==> src/rtl/tx_gain_pkg.sv <==
// Shared types and constants for the TX gain/ramp stage.
package tx_gain_pkg;

    typedef enum logic [1:0] {
        IDLE      = 2'd0,
        RAMP_UP   = 2'd1,
        RUN       = 2'd2,
        RAMP_DOWN = 2'd3
    } state_t;

    localparam int unsigned GW        = 16;
    localparam int unsigned CW        = 16;
    localparam int unsigned GFRAC     = 14;
    localparam logic [GW-1:0] GAIN_ONE = 16'h4000;

    localparam int unsigned ADDR_GAIN = 0;
    localparam int unsigned ADDR_CTRL = 1;

    localparam logic [5:0] CTRL_RESET = 6'h04;

endpackage

==> src/rtl/tx_gain_chan.sv <==
// One channel: registered signed multiply, then round-half-up and saturate to OWIDTH.
module tx_gain_chan
    import tx_gain_pkg::*;
#(
    parameter int unsigned IWIDTH = 24,
    parameter int unsigned OWIDTH = 16
) (
    input  logic                     clk,
    input  logic                     rst,
    input  logic                     en1,
    input  logic                     en2,
    input  logic signed [IWIDTH-1:0] sample,
    input  logic signed [GW-1:0]     gain,
    output logic signed [OWIDTH-1:0] result
);

    localparam int unsigned PW = IWIDTH + GW;
    localparam int          SH = GFRAC + IWIDTH - OWIDTH;
    localparam int unsigned SW = OWIDTH + 3;
    localparam logic signed [PW:0] RND =
        (SH > 0) ? ((PW+1)'(1) <<< ((SH > 0) ? SH - 1 : 0)) : '0;
    localparam logic [OWIDTH-1:0] MAXV = {1'b0, {(OWIDTH-1){1'b1}}};
    localparam logic [OWIDTH-1:0] MINV = {1'b1, {(OWIDTH-1){1'b0}}};

    logic signed [PW-1:0] prod;
    logic signed [PW:0]   sum_c;
    logic signed [SW-1:0] shr_c;
    logic                 ovf_c;

    assign sum_c = {prod[PW-1], prod} + RND;
    assign shr_c = SW'(sum_c >>> SH);
    // The top bits above the output sign bit must all match the sign, else clip.
    assign ovf_c = shr_c[SW-1:OWIDTH-1] != {(SW-OWIDTH+1){shr_c[SW-1]}};

    always_ff @(posedge clk or negedge rst) begin
        if (!rst) begin
            prod   <= '0;
            result <= '0;
        end else begin
            if (en1) begin
                prod <= PW'(sample) * PW'(gain);
            end
            if (en2) begin
                result <= ovf_c ? (shr_c[SW-1] ? MINV : MAXV) : shr_c[OWIDTH-1:0];
            end
        end
    end

endmodule

==> src/rtl/tx_gain_ramp.sv <==
// TX gain stage with per-channel gain, linear start/stop/change ramps, round and saturate.
module tx_gain_ramp
    import tx_gain_pkg::*;
#(
    parameter int unsigned IWIDTH = 24,
    parameter int unsigned OWIDTH = 16,
    parameter int unsigned BASE   = 0
) (
    input  logic                     clk,
    input  logic                     rst,
    input  logic                     set_stb,
    input  logic [7:0]               set_addr,
    input  logic [31:0]              set_data,
    input  logic                     run,
    input  logic                     in_stb,
    input  logic signed [IWIDTH-1:0] in_i,
    input  logic signed [IWIDTH-1:0] in_q,
    output logic                     out_stb,
    output logic signed [OWIDTH-1:0] out_i,
    output logic signed [OWIDTH-1:0] out_q,
    output logic                     active,
    output logic [7:0]               debug
);

    logic [GW-1:0]        gain_i_r, gain_q_r;
    logic                 swap_r, bypass_r;
    logic [3:0]           shift_r;

    state_t               state;
    logic signed [GW-1:0] cur_i, cur_q, tgt_i, tgt_q;
    logic signed [GW:0]   step_i, step_q;
    logic [CW-1:0]        cnt;
    logic                 swap_act, run_q, stb_d1;

    logic                 gain_wr_c, ctrl_wr_c, ramping_c;
    logic                 start_up_c, start_dn_c, instant_c;
    logic signed [GW-1:0] rtgt_i_c, rtgt_q_c;
    logic signed [GW:0]   diff_i_c, diff_q_c, inc_i_c, inc_q_c;
    logic signed [IWIDTH-1:0] smp_i_c, smp_q_c;

    assign gain_wr_c = set_stb && (set_addr == 8'(BASE + ADDR_GAIN));
    assign ctrl_wr_c = set_stb && (set_addr == 8'(BASE + ADDR_CTRL));
    assign ramping_c = (state == RAMP_UP) || (state == RAMP_DOWN);

    // Run fall beats a simultaneous gain write; a gain write only retargets while heading up.
    assign start_dn_c = !run && ((state == RAMP_UP) || (state == RUN));
    assign start_up_c = run && ((state == IDLE) || (state == RAMP_DOWN) ||
                                (gain_wr_c && ((state == RAMP_UP) || (state == RUN))));
    assign instant_c  = (shift_r == 4'd0) || bypass_r;

    assign rtgt_i_c = start_dn_c ? '0 : (gain_wr_c ? set_data[31:16] : gain_i_r);
    assign rtgt_q_c = start_dn_c ? '0 : (gain_wr_c ? set_data[15:0]  : gain_q_r);
    assign diff_i_c = {rtgt_i_c[GW-1], rtgt_i_c} - {cur_i[GW-1], cur_i};
    assign diff_q_c = {rtgt_q_c[GW-1], rtgt_q_c} - {cur_q[GW-1], cur_q};
    assign inc_i_c  = {cur_i[GW-1], cur_i} + step_i;
    assign inc_q_c  = {cur_q[GW-1], cur_q} + step_q;

    assign smp_i_c = swap_act ? in_q : in_i;
    assign smp_q_c = swap_act ? in_i : in_q;

    assign active = (state != IDLE);
    assign debug  = {3'b000, swap_act, state, ramping_c, run_q};

    always_ff @(posedge clk or negedge rst) begin
        if (!rst) begin
            gain_i_r <= GAIN_ONE;
            gain_q_r <= GAIN_ONE;
            swap_r   <= CTRL_RESET[5];
            bypass_r <= CTRL_RESET[4];
            shift_r  <= CTRL_RESET[3:0];
            state    <= IDLE;
            cur_i    <= '0;
            cur_q    <= '0;
            tgt_i    <= '0;
            tgt_q    <= '0;
            step_i   <= '0;
            step_q   <= '0;
            cnt      <= '0;
            swap_act <= 1'b0;
            run_q    <= 1'b0;
            stb_d1   <= 1'b0;
            out_stb  <= 1'b0;
        end else begin
            run_q   <= run;
            stb_d1  <= in_stb;
            out_stb <= stb_d1;

            if (gain_wr_c) begin
                gain_i_r <= set_data[31:16];
                gain_q_r <= set_data[15:0];
            end
            if (ctrl_wr_c) begin
                swap_r   <= set_data[5];
                bypass_r <= set_data[4];
                shift_r  <= set_data[3:0];
            end

            if (start_up_c || start_dn_c) begin
                swap_act <= swap_r;
                tgt_i    <= rtgt_i_c;
                tgt_q    <= rtgt_q_c;
                if (instant_c) begin
                    cnt    <= '0;
                    step_i <= '0;
                    step_q <= '0;
                    if (start_dn_c) begin
                        state <= IDLE;
                        cur_i <= '0;
                        cur_q <= '0;
                    end else begin
                        state <= RUN;
                        cur_i <= bypass_r ? GAIN_ONE : rtgt_i_c;
                        cur_q <= bypass_r ? GAIN_ONE : rtgt_q_c;
                    end
                end else begin
                    state  <= start_dn_c ? RAMP_DOWN : RAMP_UP;
                    cnt    <= CW'(1) << shift_r;
                    step_i <= diff_i_c >>> shift_r;
                    step_q <= diff_q_c >>> shift_r;
                end
            end else if (in_stb && ramping_c) begin
                // Last strobe lands exactly on target so truncated steps never leave residue.
                if (cnt == CW'(1)) begin
                    cnt   <= '0;
                    cur_i <= tgt_i;
                    cur_q <= tgt_q;
                    state <= (state == RAMP_UP) ? RUN : IDLE;
                end else begin
                    cnt   <= cnt - CW'(1);
                    cur_i <= inc_i_c[GW-1:0];
                    cur_q <= inc_q_c[GW-1:0];
                end
            end
        end
    end

    tx_gain_chan #(.IWIDTH(IWIDTH), .OWIDTH(OWIDTH)) u_chan_i (
        .clk    (clk),
        .rst    (rst),
        .en1    (in_stb),
        .en2    (stb_d1),
        .sample (smp_i_c),
        .gain   (cur_i),
        .result (out_i)
    );

    tx_gain_chan #(.IWIDTH(IWIDTH), .OWIDTH(OWIDTH)) u_chan_q (
        .clk    (clk),
        .rst    (rst),
        .en1    (in_stb),
        .en2    (stb_d1),
        .sample (smp_q_c),
        .gain   (cur_q),
        .result (out_q)
    );

endmodule

==> config.mk <==
export PLATFORM = sky130hd
export DESIGN_NAME = tx_gain_ramp
export DESIGN_NICKNAME = d
export VERILOG_FILES = /design/src/rtl/tx_gain_pkg.sv /design/src/rtl/tx_gain_chan.sv /design/src/rtl/tx_gain_ramp.sv
export SDC_FILE = /design/constraint.sdc
export NUM_CORES = 2
export LEC_CHECK = 0
export CORE_MARGIN = 3
export CORE_UTILIZATION = 30
export CTS_BUF_LIST = sky130_fd_sc_hd__clkbuf_4 sky130_fd_sc_hd__clkbuf_8 sky130_fd_sc_hd__clkbuf_16
export DETAILED_ROUTE_END_ITERATION = 16
export SYNTH_ARGS = -nofsm -noshare
export SYNTH_HDL_FRONTEND = slang
export SYNTH_SLANG_ARGS = --single-unit
==> constraint.sdc <==
create_clock -name clk -period 13.17 [get_ports clk]
set_input_delay 1.317 -clock clk [delete_from_list [all_inputs] [get_ports clk]]
set_output_delay 1.317 -clock clk [all_outputs]
set_load 0.02 [all_outputs]
==> results.yml <==
timing:
  min_period_ps: 8480
  max_freq_ghz: 0.118
  rsz0062_at_grt: "no"
  setup-tns-final_ps: 0
  whs_ps: 471
  finalSetupViolCount: 0
  maxSlewViolCount: 0
  period_share_pct: 64.4
  fin_worst_skew_ps: 19.6
  max_slew_margin_pct: 11.2
  worst_slew_pin_slew_ps: 1300
  hold_violations: 0
setup_path:
  worstPathArrival_ps: 8980
  end_kind: "flop"
  critPathKind: "flop to flop"
  start_kind: "flop"
  worstPathRequired_ps: 13660
  cp_max_fo: 69
  r2r_slack_ps: 4690
yosys:
  ys_seq_elements: 226
  synth_cell_types: 95
  synth_area_um2: 41800
  synth_edf_count: 0
  yosysSeqAreaShare_pct: 13.6
  synth_warnings: 0
  synth_ff_type: "dfrtp_1"
  synth_top_cell_area_share_pct: 35.9
  ys_async_sr_fraction_pct: 100
  postSynthAreaPerCell_um2: 8.77
  netlist_instances: 4760
  synth_area_leader_cell: "fa_1"
  synth_area_leaders: "fa_1 36%, dfrtp_1 13%, inv_1 8.9%"
cts:
  clockRootBuffer: "clkbuf_16"
  htree_levels: 1
  numCtsBuffers: 30
  cts.hold.buffers_added: 0
  post_cts_buffers: 0
  clock_latency_ps: 620
  cts_tree: "yes"
  clk_pin_slew_worst_paths_ps: 60
  cts.sinks: 226
  ctsResizeCount: 0
  ctsLongestPathBuffers: 3
global_route:
  grt_max_degree: 108
  grtUsageTotal_pct: 18.6
  grt_pass1_vias: 34600
  grt_pass1_wl_mm: 206
  antenna_found_initial: 12
  grt-ovfl-total: 0
die:
  die_w_um: 379
  rows: 136
  initial_core_util_pct: 30.3
  io_pins: 135
  dieArea_um2: 144000
  die_y_um: 379
  core_area_um2: 138000
drt:
  route.vias.total: 33000
  wirelength_mm: 132
  routedWlPerCell_um: 20.1
  drtIter0Drc: 2587
  dr.pass1.iters: 6
  drcViolationCount: 0
  drt.antenna.violating_nets: 0
  via_per_inst: 5.00
finish:
  num-nets-final: 5874
  area_delta_synth_final_pct: 10.1
  final_layout_size_suffix_gt1_share_pct: 5.42
min_path:
  hold_path_class: "flop to flop"
job:
  max-cap-violations: 0
place:
  dp_hpwl_mm: 103
  place.gp.congestion: 0.924
  port_buffers: 131
status:
  status: "finished, final reports clean"
[worst max-delay path, cell delays in order, from the launching register on]
cell      delay [ps]
dfrtp_4         1020
mux2i_1         1120
nor2_1           160
fa_1             590
inv_1             60
fa_1             540
inv_1             60
fa_1             510
fa_1             440
fa_1             490
inv_1             50
fa_1             470
inv_1             40
ha_1             290
nand4_1          100
a21oi_1          290
o211ai_1         160
o211a_1          290
o21ai_1          530
a21oi_2          220
o211ai_1         310
a21oi_1          130
xnor2_1          130
mux2_2           260
[metrics by stage]
| stage | worst slack, ps | util [%] | cells | area [µm²] |
|---|---|---|---|---|
| 2_1_floorplan | 5640 | - | 4762 | 41800 |
| 4_1_cts | 4840 | 33.4 | 6590 | 46000 |
| 5_1_grt | 4320 | 33.4 | 6590 | 46000 |
| 3_5_place_dp | 4220 | 32.6 | 6534 | 44900 |
| 6_report | 4690 | 33.4 | 6596 | 46000 |
| 3_3_place_gp | 4450 | 32.6 | 6534 | 44900 |
[sequential cells by signal (all words and copies together) (netlist names)]
signal           cells
u_chan_i.result     16
gain_i_r            16
bypass_r             1
stb_d1               1
state                2
u_chan_i.prod       19
tgt_q               16
cur_q               16
u_chan_q.prod       19
cnt                 16
tgt_i               16
swap_r               1
cur_i               16
swap_act             1
out_stb              1
u_chan_q.result     16
gain_q_r            16
shift_r              4
step_i              16
step_q              16
run_q                1
[kinds of logic after synthesis]
kind of cell	after synthesis	share of synthesized area, %
mux	173	4.60
buf+inv	1207	11.0
fa+ha+maj	1009	43.7
simple gates	1363	14.5
other cells	1	0.00898
compound gates	665	10.2
xor+xnor	116	2.43
flops	226	13.6
[layout by cell type, fill, tap and decap left out, types with 18 or more instances in the layout]
master	n
o211ai_1	42
mux2_2	90
clkdlybuf4s50_1	129
nand2_1	597
xnor2_1	80
a21o_1	44
dfrtp_1	221
nor2_1	356
ha_1	259
xor2_1	36
a211oi_1	37
clkbuf_16	30
a21oi_1	142
o21ai_0	177
inv_1	986
and2_1	152
nor3_1	37
o22ai_1	19
o21ai_1	26
nor2b_1	18
mux2i_1	76
nand2b_1	21
fa_1	750
and3_1	22
a31oi_1	21
buf_4	53
nand3_1	82
[synth_stat cells, types with 80 or more instances]
library cell  number
inv_1            986
fa_1             750
nand2_1          597
nor2_1           360
ha_1             259
dfrtp_1          223
o21ai_0          177
clkbuf_1         176
and2_1           152
a21oi_1          142
mux2_2            90
nand3_1           82
xnor2_1           80
[worst paths after layout]
kind | from | to | cells past startpoint
setup / recovery | swap_act | u_chan_q.prod[35] | 23
hold / removal | swap_r | swap_act | 2
setup reg to reg | swap_act | u_chan_q.prod[35] | 23
hold reg to reg | swap_r | swap_act | 2
max in group asynchronous | rst | swap_act | 3
min in group asynchronous | rst | out_stb | 1
[metal layers]
layer	up-vias	wire length, µm	global-route usage, %	part of all wire, %
li1	14900	-	-	-
met1	16700	56400	25.0	43
met2	1184	60300	30.1	46
met3	212	11600	4.28	8.8
met4	8	3880	4.90	2.9
met5	-	55	0	0.042
[layout make-up]
cell class / count / area (µm²)
Multi-Input combinational cell: 3329 / 31600
Clock inverter: 14 / 159
Sequential cell: 226 / 5660
Tap cell: 1794 / 2240
Fill cell: 14300 / 91800
Inverter: 1001 / 3760
Clock buffer: 42 / 872
Timing Repair Buffer: 184 / 1710
Antenna cell: 6 / 15.0
Power is left out: the tool's default activity adds up to more than one toggle a clock period on the data nets, which glitch-free logic cannot reach.
